File: config.mk
export PLATFORM = sky130hd
export DESIGN_NAME = execute_stage_md_flat
export DESIGN_NICKNAME = d
export VERILOG_FILES = /design/src/rtl/execute_stage_md_if.sv /design/src/rtl/execute_stage_md.sv /design/src/flat_wrapper.sv
export SDC_FILE = /design/constraint.sdc
export NUM_CORES = 1
export LEC_CHECK = 0
export CAP_MARGIN = 5
export CORE_MARGIN = 4
export CORE_UTILIZATION = 54
export DETAILED_ROUTE_END_ITERATION = 8
export PLACE_DENSITY = 0.85
export SLEW_MARGIN = 20
export SYNTH_ARGS = -nofsm -noshare
export SYNTH_HDL_FRONTEND = slang
export SYNTH_SLANG_ARGS = --single-unit
File: constraint.sdc
create_clock -name vclk -period 10
set_clock_uncertainty 0.05 [all_clocks]
set_input_delay 2 -clock vclk [all_inputs]
set_output_delay 2 -clock vclk [all_outputs]
set_load 0.1 [all_outputs]
File: src/rtl/execute_stage_md_if.sv
// Execute-stage bundle: decoded controls and operands from ID/EX, plus results towards EX/MEM and the hazard unit.
interface execute_stage_md_if #(
    parameter int XLEN = 32
);
    logic            ValidE;
    logic            FlushE;
    logic            JumpE;
    logic            JalrE;
    logic            BranchE;
    logic            ALUSrcE;
    logic            MulDivE;
    logic [2:0]      BranchCondE;
    logic [2:0]      MDOpE;
    logic [1:0]      ForwardAE;
    logic [1:0]      ForwardBE;
    logic [3:0]      ALUControlE;
    logic [XLEN-1:0] PCE;
    logic [XLEN-1:0] ExtImmE;
    logic [XLEN-1:0] RD1E;
    logic [XLEN-1:0] RD2E;
    logic [XLEN-1:0] ALUResultM;
    logic [XLEN-1:0] ResultW;
    logic [XLEN-1:0] ResultE;
    logic [XLEN-1:0] WriteDataE;
    logic [XLEN-1:0] PCTargetE;
    logic            PCSrcE;
    logic            StallMDE;
    logic            MDDoneE;

    modport master (
        output ValidE, FlushE, JumpE, JalrE, BranchE, ALUSrcE, MulDivE,
               BranchCondE, MDOpE, ForwardAE, ForwardBE, ALUControlE,
               PCE, ExtImmE, RD1E, RD2E, ALUResultM, ResultW,
        input  ResultE, WriteDataE, PCTargetE, PCSrcE, StallMDE, MDDoneE
    );

    modport slave (
        input  ValidE, FlushE, JumpE, JalrE, BranchE, ALUSrcE, MulDivE,
               BranchCondE, MDOpE, ForwardAE, ForwardBE, ALUControlE,
               PCE, ExtImmE, RD1E, RD2E, ALUResultM, ResultW,
        output ResultE, WriteDataE, PCTargetE, PCSrcE, StallMDE, MDDoneE
    );
endinterface

File: src/rtl/execute_stage_md.sv
// RV32I execute stage with branch/JALR resolution and an iterative RV32M unit.
// The multiply/divide unit is built only when EXEC_MULDIV_EN is defined.
module execute_stage_md #(
    parameter int XLEN          = 32,
    parameter int MD_RADIX_BITS = 1
) (
    input  logic              clk,
    input  logic              rst_n,
    execute_stage_md_if.slave ex_if
);
    localparam int SHW = $clog2(XLEN);

    localparam logic [3:0] ALU_ADD  = 4'd0;
    localparam logic [3:0] ALU_SUB  = 4'd1;
    localparam logic [3:0] ALU_AND  = 4'd2;
    localparam logic [3:0] ALU_OR   = 4'd3;
    localparam logic [3:0] ALU_XOR  = 4'd4;
    localparam logic [3:0] ALU_SLT  = 4'd5;
    localparam logic [3:0] ALU_SLTU = 4'd6;
    localparam logic [3:0] ALU_SLL  = 4'd7;
    localparam logic [3:0] ALU_SRL  = 4'd8;
    localparam logic [3:0] ALU_SRA  = 4'd9;
    localparam logic [3:0] ALU_PASSB = 4'd10;

    function automatic logic [XLEN-1:0] alu_f(input logic [3:0] op,
                                              input logic [XLEN-1:0] a,
                                              input logic [XLEN-1:0] b);
        logic signed [XLEN-1:0] as;
        logic signed [XLEN-1:0] bs;
        logic [SHW-1:0]         sh;
        as = a;
        bs = b;
        sh = b[SHW-1:0];
        case (op)
            ALU_ADD:   return a + b;
            ALU_SUB:   return a - b;
            ALU_AND:   return a & b;
            ALU_OR:    return a | b;
            ALU_XOR:   return a ^ b;
            ALU_SLT:   return {{(XLEN-1){1'b0}}, (as < bs)};
            ALU_SLTU:  return {{(XLEN-1){1'b0}}, (a < b)};
            ALU_SLL:   return a << sh;
            ALU_SRL:   return a >> sh;
            ALU_SRA:   return $unsigned(as >>> sh);
            ALU_PASSB: return b;
            default:   return '0;
        endcase
    endfunction

    logic [XLEN-1:0]        src_a;
    logic [XLEN-1:0]        fwd_b;
    logic [XLEN-1:0]        src_b;
    logic [XLEN-1:0]        alu_y;
    logic [XLEN-1:0]        jalr_sum;
    logic signed [XLEN-1:0] src_a_s;
    logic signed [XLEN-1:0] src_b_s;
    logic                   taken;

    always_comb begin
        case (ex_if.ForwardAE)
            2'b00:   src_a = ex_if.RD1E;
            2'b01:   src_a = ex_if.ResultW;
            2'b10:   src_a = ex_if.ALUResultM;
            default: src_a = '0;
        endcase
        case (ex_if.ForwardBE)
            2'b00:   fwd_b = ex_if.RD2E;
            2'b01:   fwd_b = ex_if.ResultW;
            2'b10:   fwd_b = ex_if.ALUResultM;
            default: fwd_b = '0;
        endcase
    end

    assign src_b   = ex_if.ALUSrcE ? ex_if.ExtImmE : fwd_b;
    assign src_a_s = src_a;
    assign src_b_s = src_b;
    assign alu_y   = alu_f(ex_if.ALUControlE, src_a, src_b);

    always_comb begin
        case (ex_if.BranchCondE)
            3'b000:  taken = (src_a == src_b);
            3'b001:  taken = (src_a != src_b);
            3'b100:  taken = (src_a_s < src_b_s);
            3'b101:  taken = (src_a_s >= src_b_s);
            3'b110:  taken = (src_a < src_b);
            3'b111:  taken = (src_a >= src_b);
            default: taken = 1'b0;
        endcase
    end

    // JALR targets must be halfword-aligned, so bit 0 of the sum is dropped.
    assign jalr_sum         = src_a + ex_if.ExtImmE;
    assign ex_if.PCTargetE  = ex_if.JalrE ? {jalr_sum[XLEN-1:1], 1'b0}
                                          : ex_if.PCE + ex_if.ExtImmE;
    assign ex_if.PCSrcE     = ex_if.ValidE & ~ex_if.FlushE &
                              (ex_if.JumpE | (ex_if.BranchE & taken));
    assign ex_if.WriteDataE = fwd_b;

`ifdef EXEC_MULDIV_EN
    localparam int ITERS = XLEN / MD_RADIX_BITS;
    localparam int CNTW  = (ITERS > 1) ? $clog2(ITERS) : 1;
    localparam logic [CNTW-1:0] LAST = CNTW'(ITERS - 1);

    localparam logic [2:0] MD_MUL    = 3'b000;
    localparam logic [2:0] MD_MULH   = 3'b001;
    localparam logic [2:0] MD_MULHSU = 3'b010;
    localparam logic [2:0] MD_MULHU  = 3'b011;
    localparam logic [2:0] MD_DIV    = 3'b100;
    localparam logic [2:0] MD_DIVU   = 3'b101;
    localparam logic [2:0] MD_REM    = 3'b110;

    typedef enum logic [1:0] {MD_IDLE, MD_RUN, MD_DONE} md_state_e;

    md_state_e       state_q, state_d;
    logic [CNTW-1:0] cnt_q, cnt_d;
    logic [2:0]      op_q, op_d;
    logic            negq_q, negq_d;
    logic            negr_q, negr_d;
    logic [XLEN-1:0] hi_q, hi_d;
    logic [XLEN-1:0] lo_q, lo_d;
    logic [XLEN-1:0] dvs_q, dvs_d;
    logic [XLEN-1:0] res_q, res_d;

    logic            start;
    logic            done;
    logic            a_sgn, b_sgn, a_neg, b_neg;
    logic            div_zero, div_ovf;
    logic [XLEN-1:0] a_mag, b_mag;
    logic [XLEN-1:0] it_hi, it_lo;
    logic [2*XLEN-1:0] prod_s;
    logic [XLEN-1:0] quo_s, rem_s, fin;

    assign a_sgn = (ex_if.MDOpE == MD_MULH) || (ex_if.MDOpE == MD_MULHSU) ||
                   (ex_if.MDOpE == MD_DIV)  || (ex_if.MDOpE == MD_REM);
    assign b_sgn = (ex_if.MDOpE == MD_MULH) || (ex_if.MDOpE == MD_DIV) ||
                   (ex_if.MDOpE == MD_REM);
    assign a_neg = a_sgn & src_a[XLEN-1];
    assign b_neg = b_sgn & fwd_b[XLEN-1];
    assign a_mag = a_neg ? -src_a : src_a;
    assign b_mag = b_neg ? -fwd_b : fwd_b;
    assign div_zero = ex_if.MDOpE[2] && (fwd_b == '0);
    assign div_ovf  = ex_if.MDOpE[2] && !ex_if.MDOpE[0] &&
                      (src_a == {1'b1, {(XLEN-1){1'b0}}}) && (fwd_b == '1);

    // Multiply: lo holds the multiplier and shifts out as the product shifts in.
    // Divide: lo holds the dividend, quotient bits enter at the bottom, hi is the remainder.
    always_comb begin : md_iter
        logic [XLEN:0] t;
        it_hi = hi_q;
        it_lo = lo_q;
        t     = '0;
        for (int i = 0; i < MD_RADIX_BITS; i++) begin
            if (!op_q[2]) begin
                t = {1'b0, it_hi} + (it_lo[0] ? {1'b0, dvs_q} : {(XLEN+1){1'b0}});
                {it_hi, it_lo} = {t, it_lo[XLEN-1:1]};
            end else begin
                t     = {it_hi, it_lo[XLEN-1]};
                it_lo = {it_lo[XLEN-2:0], 1'b0};
                if (t >= {1'b0, dvs_q}) begin
                    t        = t - {1'b0, dvs_q};
                    it_lo[0] = 1'b1;
                end
                it_hi = t[XLEN-1:0];
            end
        end
    end

    assign prod_s = negq_q ? -{it_hi, it_lo} : {it_hi, it_lo};
    assign quo_s  = negq_q ? -it_lo : it_lo;
    assign rem_s  = negr_q ? -it_hi : it_hi;

    always_comb begin
        case (op_q)
            MD_MUL:                       fin = prod_s[XLEN-1:0];
            MD_MULH, MD_MULHSU, MD_MULHU: fin = prod_s[2*XLEN-1:XLEN];
            MD_DIV, MD_DIVU:              fin = quo_s;
            default:                      fin = rem_s;
        endcase
    end

    always_ff @(posedge clk or negedge rst_n) begin
        if (!rst_n) begin
            state_q <= MD_IDLE;
            cnt_q   <= '0;
            op_q    <= '0;
            negq_q  <= 1'b0;
            negr_q  <= 1'b0;
            hi_q    <= '0;
            lo_q    <= '0;
            dvs_q   <= '0;
            res_q   <= '0;
        end else begin
            state_q <= state_d;
            cnt_q   <= cnt_d;
            op_q    <= op_d;
            negq_q  <= negq_d;
            negr_q  <= negr_d;
            hi_q    <= hi_d;
            lo_q    <= lo_d;
            dvs_q   <= dvs_d;
            res_q   <= res_d;
        end
    end

    always_comb begin
        state_d = state_q;
        cnt_d   = cnt_q;
        op_d    = op_q;
        negq_d  = negq_q;
        negr_d  = negr_q;
        hi_d    = hi_q;
        lo_d    = lo_q;
        dvs_d   = dvs_q;
        res_d   = res_q;
        start   = 1'b0;
        done    = 1'b0;
        case (state_q)
            MD_IDLE: begin
                start = ex_if.ValidE & ex_if.MulDivE & ~ex_if.FlushE;
                if (start) begin
                    op_d   = ex_if.MDOpE;
                    negq_d = a_neg ^ b_neg;
                    negr_d = a_neg;
                    cnt_d  = '0;
                    hi_d   = '0;
                    if (div_zero) begin
                        res_d   = ex_if.MDOpE[1] ? src_a : '1;
                        state_d = MD_DONE;
                    end else if (div_ovf) begin
                        res_d   = ex_if.MDOpE[1] ? '0 : src_a;
                        state_d = MD_DONE;
                    end else begin
                        lo_d    = ex_if.MDOpE[2] ? a_mag : b_mag;
                        dvs_d   = ex_if.MDOpE[2] ? b_mag : a_mag;
                        state_d = MD_RUN;
                    end
                end
            end
            MD_RUN: begin
                if (ex_if.FlushE) begin
                    state_d = MD_IDLE;
                end else begin
                    hi_d  = it_hi;
                    lo_d  = it_lo;
                    cnt_d = cnt_q + CNTW'(1);
                    if (cnt_q == LAST) begin
                        res_d   = fin;
                        state_d = MD_DONE;
                    end
                end
            end
            MD_DONE: begin
                done    = ~ex_if.FlushE;
                state_d = MD_IDLE;
            end
            default: state_d = MD_IDLE;
        endcase
    end

    assign ex_if.StallMDE = start | (state_q == MD_RUN);
    assign ex_if.MDDoneE  = done;
    assign ex_if.ResultE  = done ? res_q : alu_y;
`else
    logic unused_md;
    assign unused_md      = ^{clk, rst_n, ex_if.MulDivE, ex_if.MDOpE};
    assign ex_if.StallMDE = 1'b0;
    assign ex_if.MDDoneE  = 1'b0;
    assign ex_if.ResultE  = alu_y;
`endif
endmodule

File: src/flat_wrapper.sv
// flat-port wrapper written by rule: the top's interface ports become plain ports
module execute_stage_md_flat 
#(
    parameter int XLEN          = 32,
    parameter int MD_RADIX_BITS = 1
)
  (clk, rst_n, ex_if_ValidE, ex_if_FlushE, ex_if_JumpE, ex_if_JalrE, ex_if_BranchE, ex_if_ALUSrcE, ex_if_MulDivE, ex_if_BranchCondE, ex_if_MDOpE, ex_if_ForwardAE, ex_if_ForwardBE, ex_if_ALUControlE, ex_if_PCE, ex_if_ExtImmE, ex_if_RD1E, ex_if_RD2E, ex_if_ALUResultM, ex_if_ResultW, ex_if_ResultE, ex_if_WriteDataE, ex_if_PCTargetE, ex_if_PCSrcE, ex_if_StallMDE, ex_if_MDDoneE);
  execute_stage_md_if #(.XLEN(XLEN)) ex_if_i ();
  input  logic clk;
  input  logic rst_n;
  input wire logic [$bits(ex_if_i.ValidE)-1:0] ex_if_ValidE;
  input wire logic [$bits(ex_if_i.FlushE)-1:0] ex_if_FlushE;
  input wire logic [$bits(ex_if_i.JumpE)-1:0] ex_if_JumpE;
  input wire logic [$bits(ex_if_i.JalrE)-1:0] ex_if_JalrE;
  input wire logic [$bits(ex_if_i.BranchE)-1:0] ex_if_BranchE;
  input wire logic [$bits(ex_if_i.ALUSrcE)-1:0] ex_if_ALUSrcE;
  input wire logic [$bits(ex_if_i.MulDivE)-1:0] ex_if_MulDivE;
  input wire logic [$bits(ex_if_i.BranchCondE)-1:0] ex_if_BranchCondE;
  input wire logic [$bits(ex_if_i.MDOpE)-1:0] ex_if_MDOpE;
  input wire logic [$bits(ex_if_i.ForwardAE)-1:0] ex_if_ForwardAE;
  input wire logic [$bits(ex_if_i.ForwardBE)-1:0] ex_if_ForwardBE;
  input wire logic [$bits(ex_if_i.ALUControlE)-1:0] ex_if_ALUControlE;
  input wire logic [$bits(ex_if_i.PCE)-1:0] ex_if_PCE;
  input wire logic [$bits(ex_if_i.ExtImmE)-1:0] ex_if_ExtImmE;
  input wire logic [$bits(ex_if_i.RD1E)-1:0] ex_if_RD1E;
  input wire logic [$bits(ex_if_i.RD2E)-1:0] ex_if_RD2E;
  input wire logic [$bits(ex_if_i.ALUResultM)-1:0] ex_if_ALUResultM;
  input wire logic [$bits(ex_if_i.ResultW)-1:0] ex_if_ResultW;
  output wire logic [$bits(ex_if_i.ResultE)-1:0] ex_if_ResultE;
  output wire logic [$bits(ex_if_i.WriteDataE)-1:0] ex_if_WriteDataE;
  output wire logic [$bits(ex_if_i.PCTargetE)-1:0] ex_if_PCTargetE;
  output wire logic [$bits(ex_if_i.PCSrcE)-1:0] ex_if_PCSrcE;
  output wire logic [$bits(ex_if_i.StallMDE)-1:0] ex_if_StallMDE;
  output wire logic [$bits(ex_if_i.MDDoneE)-1:0] ex_if_MDDoneE;
  assign ex_if_i.ValidE = ex_if_ValidE;
  assign ex_if_i.FlushE = ex_if_FlushE;
  assign ex_if_i.JumpE = ex_if_JumpE;
  assign ex_if_i.JalrE = ex_if_JalrE;
  assign ex_if_i.BranchE = ex_if_BranchE;
  assign ex_if_i.ALUSrcE = ex_if_ALUSrcE;
  assign ex_if_i.MulDivE = ex_if_MulDivE;
  assign ex_if_i.BranchCondE = ex_if_BranchCondE;
  assign ex_if_i.MDOpE = ex_if_MDOpE;
  assign ex_if_i.ForwardAE = ex_if_ForwardAE;
  assign ex_if_i.ForwardBE = ex_if_ForwardBE;
  assign ex_if_i.ALUControlE = ex_if_ALUControlE;
  assign ex_if_i.PCE = ex_if_PCE;
  assign ex_if_i.ExtImmE = ex_if_ExtImmE;
  assign ex_if_i.RD1E = ex_if_RD1E;
  assign ex_if_i.RD2E = ex_if_RD2E;
  assign ex_if_i.ALUResultM = ex_if_ALUResultM;
  assign ex_if_i.ResultW = ex_if_ResultW;
  assign ex_if_ResultE = ex_if_i.ResultE;
  assign ex_if_WriteDataE = ex_if_i.WriteDataE;
  assign ex_if_PCTargetE = ex_if_i.PCTargetE;
  assign ex_if_PCSrcE = ex_if_i.PCSrcE;
  assign ex_if_StallMDE = ex_if_i.StallMDE;
  assign ex_if_MDDoneE = ex_if_i.MDDoneE;
  execute_stage_md #(.XLEN(XLEN), .MD_RADIX_BITS(MD_RADIX_BITS)) u_core (.clk(clk), .rst_n(rst_n), .ex_if(ex_if_i));
endmodule
# After elaboration in Yosys (flattened, before gate mapping)
# Cells that the tools add are included.
dict set report word_totals {
  wordCells 50
  in_bits 215
  ff_bits 0
  out_inout_bits 99
}
dict set report op_classes {
  mux 6
  n_lt_le_gt_ge 4
  bitwise 8
  addsub 4
  reduce_logical 4
  n_eq_ne 21
  n_shift 3
}
# cell count
set op_table {}
lappend op_table {{$pmux 32 s11} 1}
lappend op_table {{$pmux 32 s3} 2}
lappend op_table {{$add 32x32->32} 3}
lappend op_table {{$ge 32x32->1} 2}
lappend op_table {{$lt 32x32->1} 2}
lappend op_table {{$mux 32} 2}
lappend op_table {{$and 32x32->32} 1}
lappend op_table {{$eq 32x32->1} 1}
lappend op_table {{$ne 32x32->1} 1}
lappend op_table {{$or 32x32->32} 1}
lappend op_table {{$shl 32x5->32} 1}
lappend op_table {{$shr 32x5->32} 1}
lappend op_table {{$sshr 32x5->32} 1}
lappend op_table {{$sub 32x32->32} 1}
lappend op_table {{$xor 32x32->32} 1}
lappend op_table {{$eq 4x3->1 const B} 4}
lappend op_table {{$eq 3x3->1 const B} 4}
lappend op_table {{$eq 4x4->1 const B} 3}
lappend op_table {{$eq 4x2->1 const B} 2}
lappend op_table {{$pmux 1 s6} 1}
lappend op_table {{$eq 2x1->1 const B} 2}
lappend op_table {{$eq 2x2->1 const B} 2}
lappend op_table {{$eq 4x1->1 const B} 1}
lappend op_table {{$logic_not 2->1} 2}
lappend op_table {{other kinds (6)} 8}

# Logic depth before layout (Yosys ltp)
dict set report logic_depth {
  ltp_word 8
  depth_mapped 19
  ltp_nobuf 15
}

# Least setup slack after synthesis
# Ideal clock, no wire load.
dict set report synth_path {
  kind {input to output}
  startpoint {in ex_if_ForwardBE[0]}
  endpoint {out ex_if_PCSrcE}
  arrival_time_ns 10.779
  n_path_buf 4
  cell_stages 18
  path_slack_ns -2.829
  t_required_ns 7.950
  path_cell_list {buf_2 -> buf_2 -> buf_1 -> mux2i_1 -> o21ai_0 -> mux2i_1 -> inv_1 -> ha_1 -> clkbuf_1 -> clkinv_1 -> nand3_1 -> nor3_1 -> o21ai_0 -> o21ai_0 -> or3_1 -> a311oi_1 -> a21oi_1 -> nor4b_1}
}
dict set report synth_via {
  elab_chain_cells 8
  elab_cells_between_ends 15
  cone_classes {4 x order compare; 4 x eq/ne; 3 x mux; 3 x bitwise; 1 x reduce/logical}
}
# item line
set synth_rtl {}
lappend synth_rtl {{from (decl)} flat_wrapper.sv:21} ;# input wire logic [$bits(ex_if_i.ForwardBE)-1:0] ex_if_ForwardBE;
lappend synth_rtl {{$eq 2x2->1 (tied with other cells)} execute_stage_md.sv:66} ;# case (ex_if.ForwardBE)
lappend synth_rtl {{$pmux 32 s3 *} execute_stage_md.sv:66}
lappend synth_rtl {{via ex_if_WriteDataE[18]} flat_wrapper.sv:30} ;# output wire logic [$bits(ex_if_i.WriteDataE)-1:0] ex_if_WriteDataE;
lappend synth_rtl {{$mux 32 *} execute_stage_md.sv:74} ;# assign src_b = ex_if.ALUSrcE ? ex_if.ExtImmE : fwd_b;
lappend synth_rtl {{$ge 32x32->1 (tied with other cells)} execute_stage_md.sv:86} ;# 3'b111: taken = (src_a >= src_b);
lappend synth_rtl {{$pmux 1 s6 *} execute_stage_md.sv:80} ;# case (ex_if.BranchCondE)
lappend synth_rtl {{$and 1x1->1 *} execute_stage_md.sv:96} ;# (ex_if.JumpE | (ex_if.BranchE & taken));
lappend synth_rtl {{$or 1x1->1 *} execute_stage_md.sv:96}
lappend synth_rtl {{$and 1x1->1 *} execute_stage_md.sv:95} ;# assign ex_if.PCSrcE = ex_if.ValidE & ~ex_if.FlushE &
lappend synth_rtl {{to (decl)} flat_wrapper.sv:32} ;# output wire logic [$bits(ex_if_i.PCSrcE)-1:0] ex_if_PCSrcE;
# Mark *: on every way through the listed nets, which the timed path passes. The rest lies on a longest branch.

# Worst setup path after layout
dict set report layout_path {
  startpoint {in ex_if_ForwardAE[0]}
  endpoint {out ex_if_ResultE[23]}
}
dict set report layout_via {
  elab_chain_cells 4
  elab_cells_between_ends 13
  cone_classes {2 x add/sub; 2 x eq/ne; 3 x shift; 2 x mux; 3 x bitwise; 1 x reduce/logical}
}
# item line
set layout_rtl {}
lappend layout_rtl {{from (decl)} flat_wrapper.sv:20} ;# input wire logic [$bits(ex_if_i.ForwardAE)-1:0] ex_if_ForwardAE;
lappend layout_rtl {{$eq 2x2->1 (tied with other cells)} execute_stage_md.sv:60} ;# case (ex_if.ForwardAE)
lappend layout_rtl {{$pmux 32 s3 *} execute_stage_md.sv:60}
lappend layout_rtl {{$sub 32x32->32 (tied with other cells)} execute_stage_md.sv:36} ;# ALU_SUB: return a - b;
lappend layout_rtl {{$pmux 32 s11 *} execute_stage_md.sv:34} ;# case (op)
lappend layout_rtl {{to (decl)} flat_wrapper.sv:29} ;# output wire logic [$bits(ex_if_i.ResultE)-1:0] ex_if_ResultE;
# Every way passes the cells marked *; elsewhere a longest branch is shown, timed or not.

==> qor.csv <==
metric,value,unit
tns,0,ns
grt_pass1_vias,17850,
die_area,28190,µm²
ff_latch_area,0,µm²
dpl_cell_area,17460,µm²
fill_cells,2123,
num_io_pins,314,
grt_pass1_wl,103800,µm
slew_viol_final,0,
hpwlAfterDp,56260,µm
endpoint,ex_if_ResultE[23],
post_cts_buffers,0,
cts-resized-gates,0,
avgSynthCellArea,6.731,µm²
yosysWarnings,0,
dp.cells,2604,
netlist_top_cells_count,"mux2i_1, nand2_1, o21ai_0",
post-route-period-util,0.9496,
globalRouteMet1Util,0.5664,
endpoint_kind,output port,
status,"complete, but fails checks",
use_met2,0.7287,
hold_viol_final,0,
hold_class,input pin to output port,
numSequentialCells,0,
via_count,18710,
failed_checks,DRC,
start_util,0.5482,
syn-instance-count,2051,
gr-total-overflow,0,
setup_slack,0.5039,ns
use_met3,0.1181,
cp.required,7.95,ns
fmax,105.3,MHz
final_cell_count_no_fill,2604,
powerDensity,111.4,nW/µm²
grt.busiest_layer,met2,
yosysMostFrequentCell,mux2i_1,
arrival,7.45,ns
postCtsHoldBufs,0,
start_kind,input pin,
period_needed,9.496,ns
antenna_found_initial,2,
yosys.area_share.simple,0.1912,
synth_area,13800,µm²
maxCapViolCount,0,
finalSetupViolations,0,
critPathKind,input pin to output port,
die_h,167.9,µm
min-delay-start,ex_if_ValidE,
routabilityCongestion,1.048,
wl,69200,µm
final_antenna_net_count,0,
synth_compound_area_frac,0.3556,
viasPerCell,7.186,
synth_top_family_by_area,compound AO/OA/AOI/OAI gates,
route.detailed.drc,32,
tightest_slew,1.143,ns
startpoint,ex_if_ForwardAE[0],
nClkBuffers,0,
pre_cts_ws,0.8140,ns
rsz0062_at_grt,no,
grt_max_degree,74,
slew_headroom,0.2183,
holdWs,4.700,ns
rows,58,
drive_gt1_frac,0.09543,
synth_mux_area_frac,0.1865,
final_cell_area,17470,µm²
final_nets,2653,
firstDrtPassIters,9,
multiInputGateArea,13020,µm²
ys_types,79,
synth_xor_area_frac,0.04505,
wl_per_cell,26.57,µm
yosys-top-cells-area,"mux2i_1, ha_1, o21ai_0",
grt_usage,0.4569,
area_growth,26.56,%
yosys.area.top_type,mux2i_1,
yosys.area.top_type_share,0.1588,
portBuffers,306,
synth-adder-area-share,0.1490,
vdd_drop_max,0.1295,mV
drt_iter0_drc,3074,
total_leakage_power,0.007703,µW
core,25180,µm²
seq_area_frac_synth,0,
cp_max_fo,32,
die_w,167.9,µm
diodes,0,
-- layout make-up --
class | instances | share of cell area
Tap cell | 330 | 0.02363
Timing Repair Buffer | 360 | 0.2051
Multi-Input combinational cell | 1794 | 0.7455
Inverter | 120 | 0.02578
-- cell usage in the layout, fill, tap and decap left out, drive strengths merged, types with 39 or more instances in the layout --
cell type | Yosys | routed
xnor2 | 50 | 50
nand2 | 178 | 178
o21ai | 178 | 178
a211oi | 39 | 39
inv | 119 | 119
mux2i | 219 | 219
ha | 158 | 158
buf | 37 | 122
o211ai | 44 | 44
nor3 | 46 | 46
nor2 | 159 | 159
a21oi | 167 | 167
clkdlybuf4s50 | 0 | 238
-- critical path, stage by stage --
cell and delay, ns:
clkdlybuf4s50_1 0.50, buf_4 0.39, a2bb2oi_1 0.84, inv_1 0.22, ha_1 0.42, inv_1 0.17, nor2_1 0.07, and3_1 0.21
a2111oi_2 0.75, nor3_1 0.26, a211oi_1 0.38, o22ai_1 0.14, xnor2_1 0.48, o221ai_1 0.32, buf_12 0.25
-- where the power goes --
group / internal [µW] / leakage (µW) / switching [µW] / total (µW)
clock: 0 / 0 / 0 / 0
sequential: 0 / 0 / 0 / 0
combinational: 622 / 0.00770 / 1320 / 1950
-- metal layers --
layer | share of wire | vias up
li1 | - | 8143
met1 | 0.36 | 8621
met2 | 0.43 | 1563
met3 | 0.13 | 382
met4 | 0.073 | 4
met5 | 0.00045 | -
-- worst min path at each step --
stage | cells after the start | slack, ns | endpoint
after floorplan | 2 | 4.19 | ex_if_PCSrcE
after global placement | 4 | 4.69 | ex_if_PCSrcE
after detailed placement | 4 | 4.70 | ex_if_PCSrcE
after CTS | 4 | 4.70 | ex_if_PCSrcE
after global routing | 4 | 4.73 | ex_if_PCSrcE
final | 4 | 4.70 | ex_if_PCSrcE
-- stage by stage --
stage	util	power, µW
after floorplan	-	1308
after global placement	0.6935	1857
after detailed placement	0.6935	1880
after CTS	0.6935	1889
after global routing	0.6938	2024
final	0.6938	1946
-- kinds of logic (layout without fill, tap and decap cells) --
logic type / Yosys count / count (layout)
other cells: 1 / 2
fa+ha+maj: 162 / 162
compound gates: 742 / 742
xor+xnor: 71 / 71
mux: 253 / 253
buf+inv: 258 / 480
simple gates: 564 / 564
(Power assumes the default switching activity.)
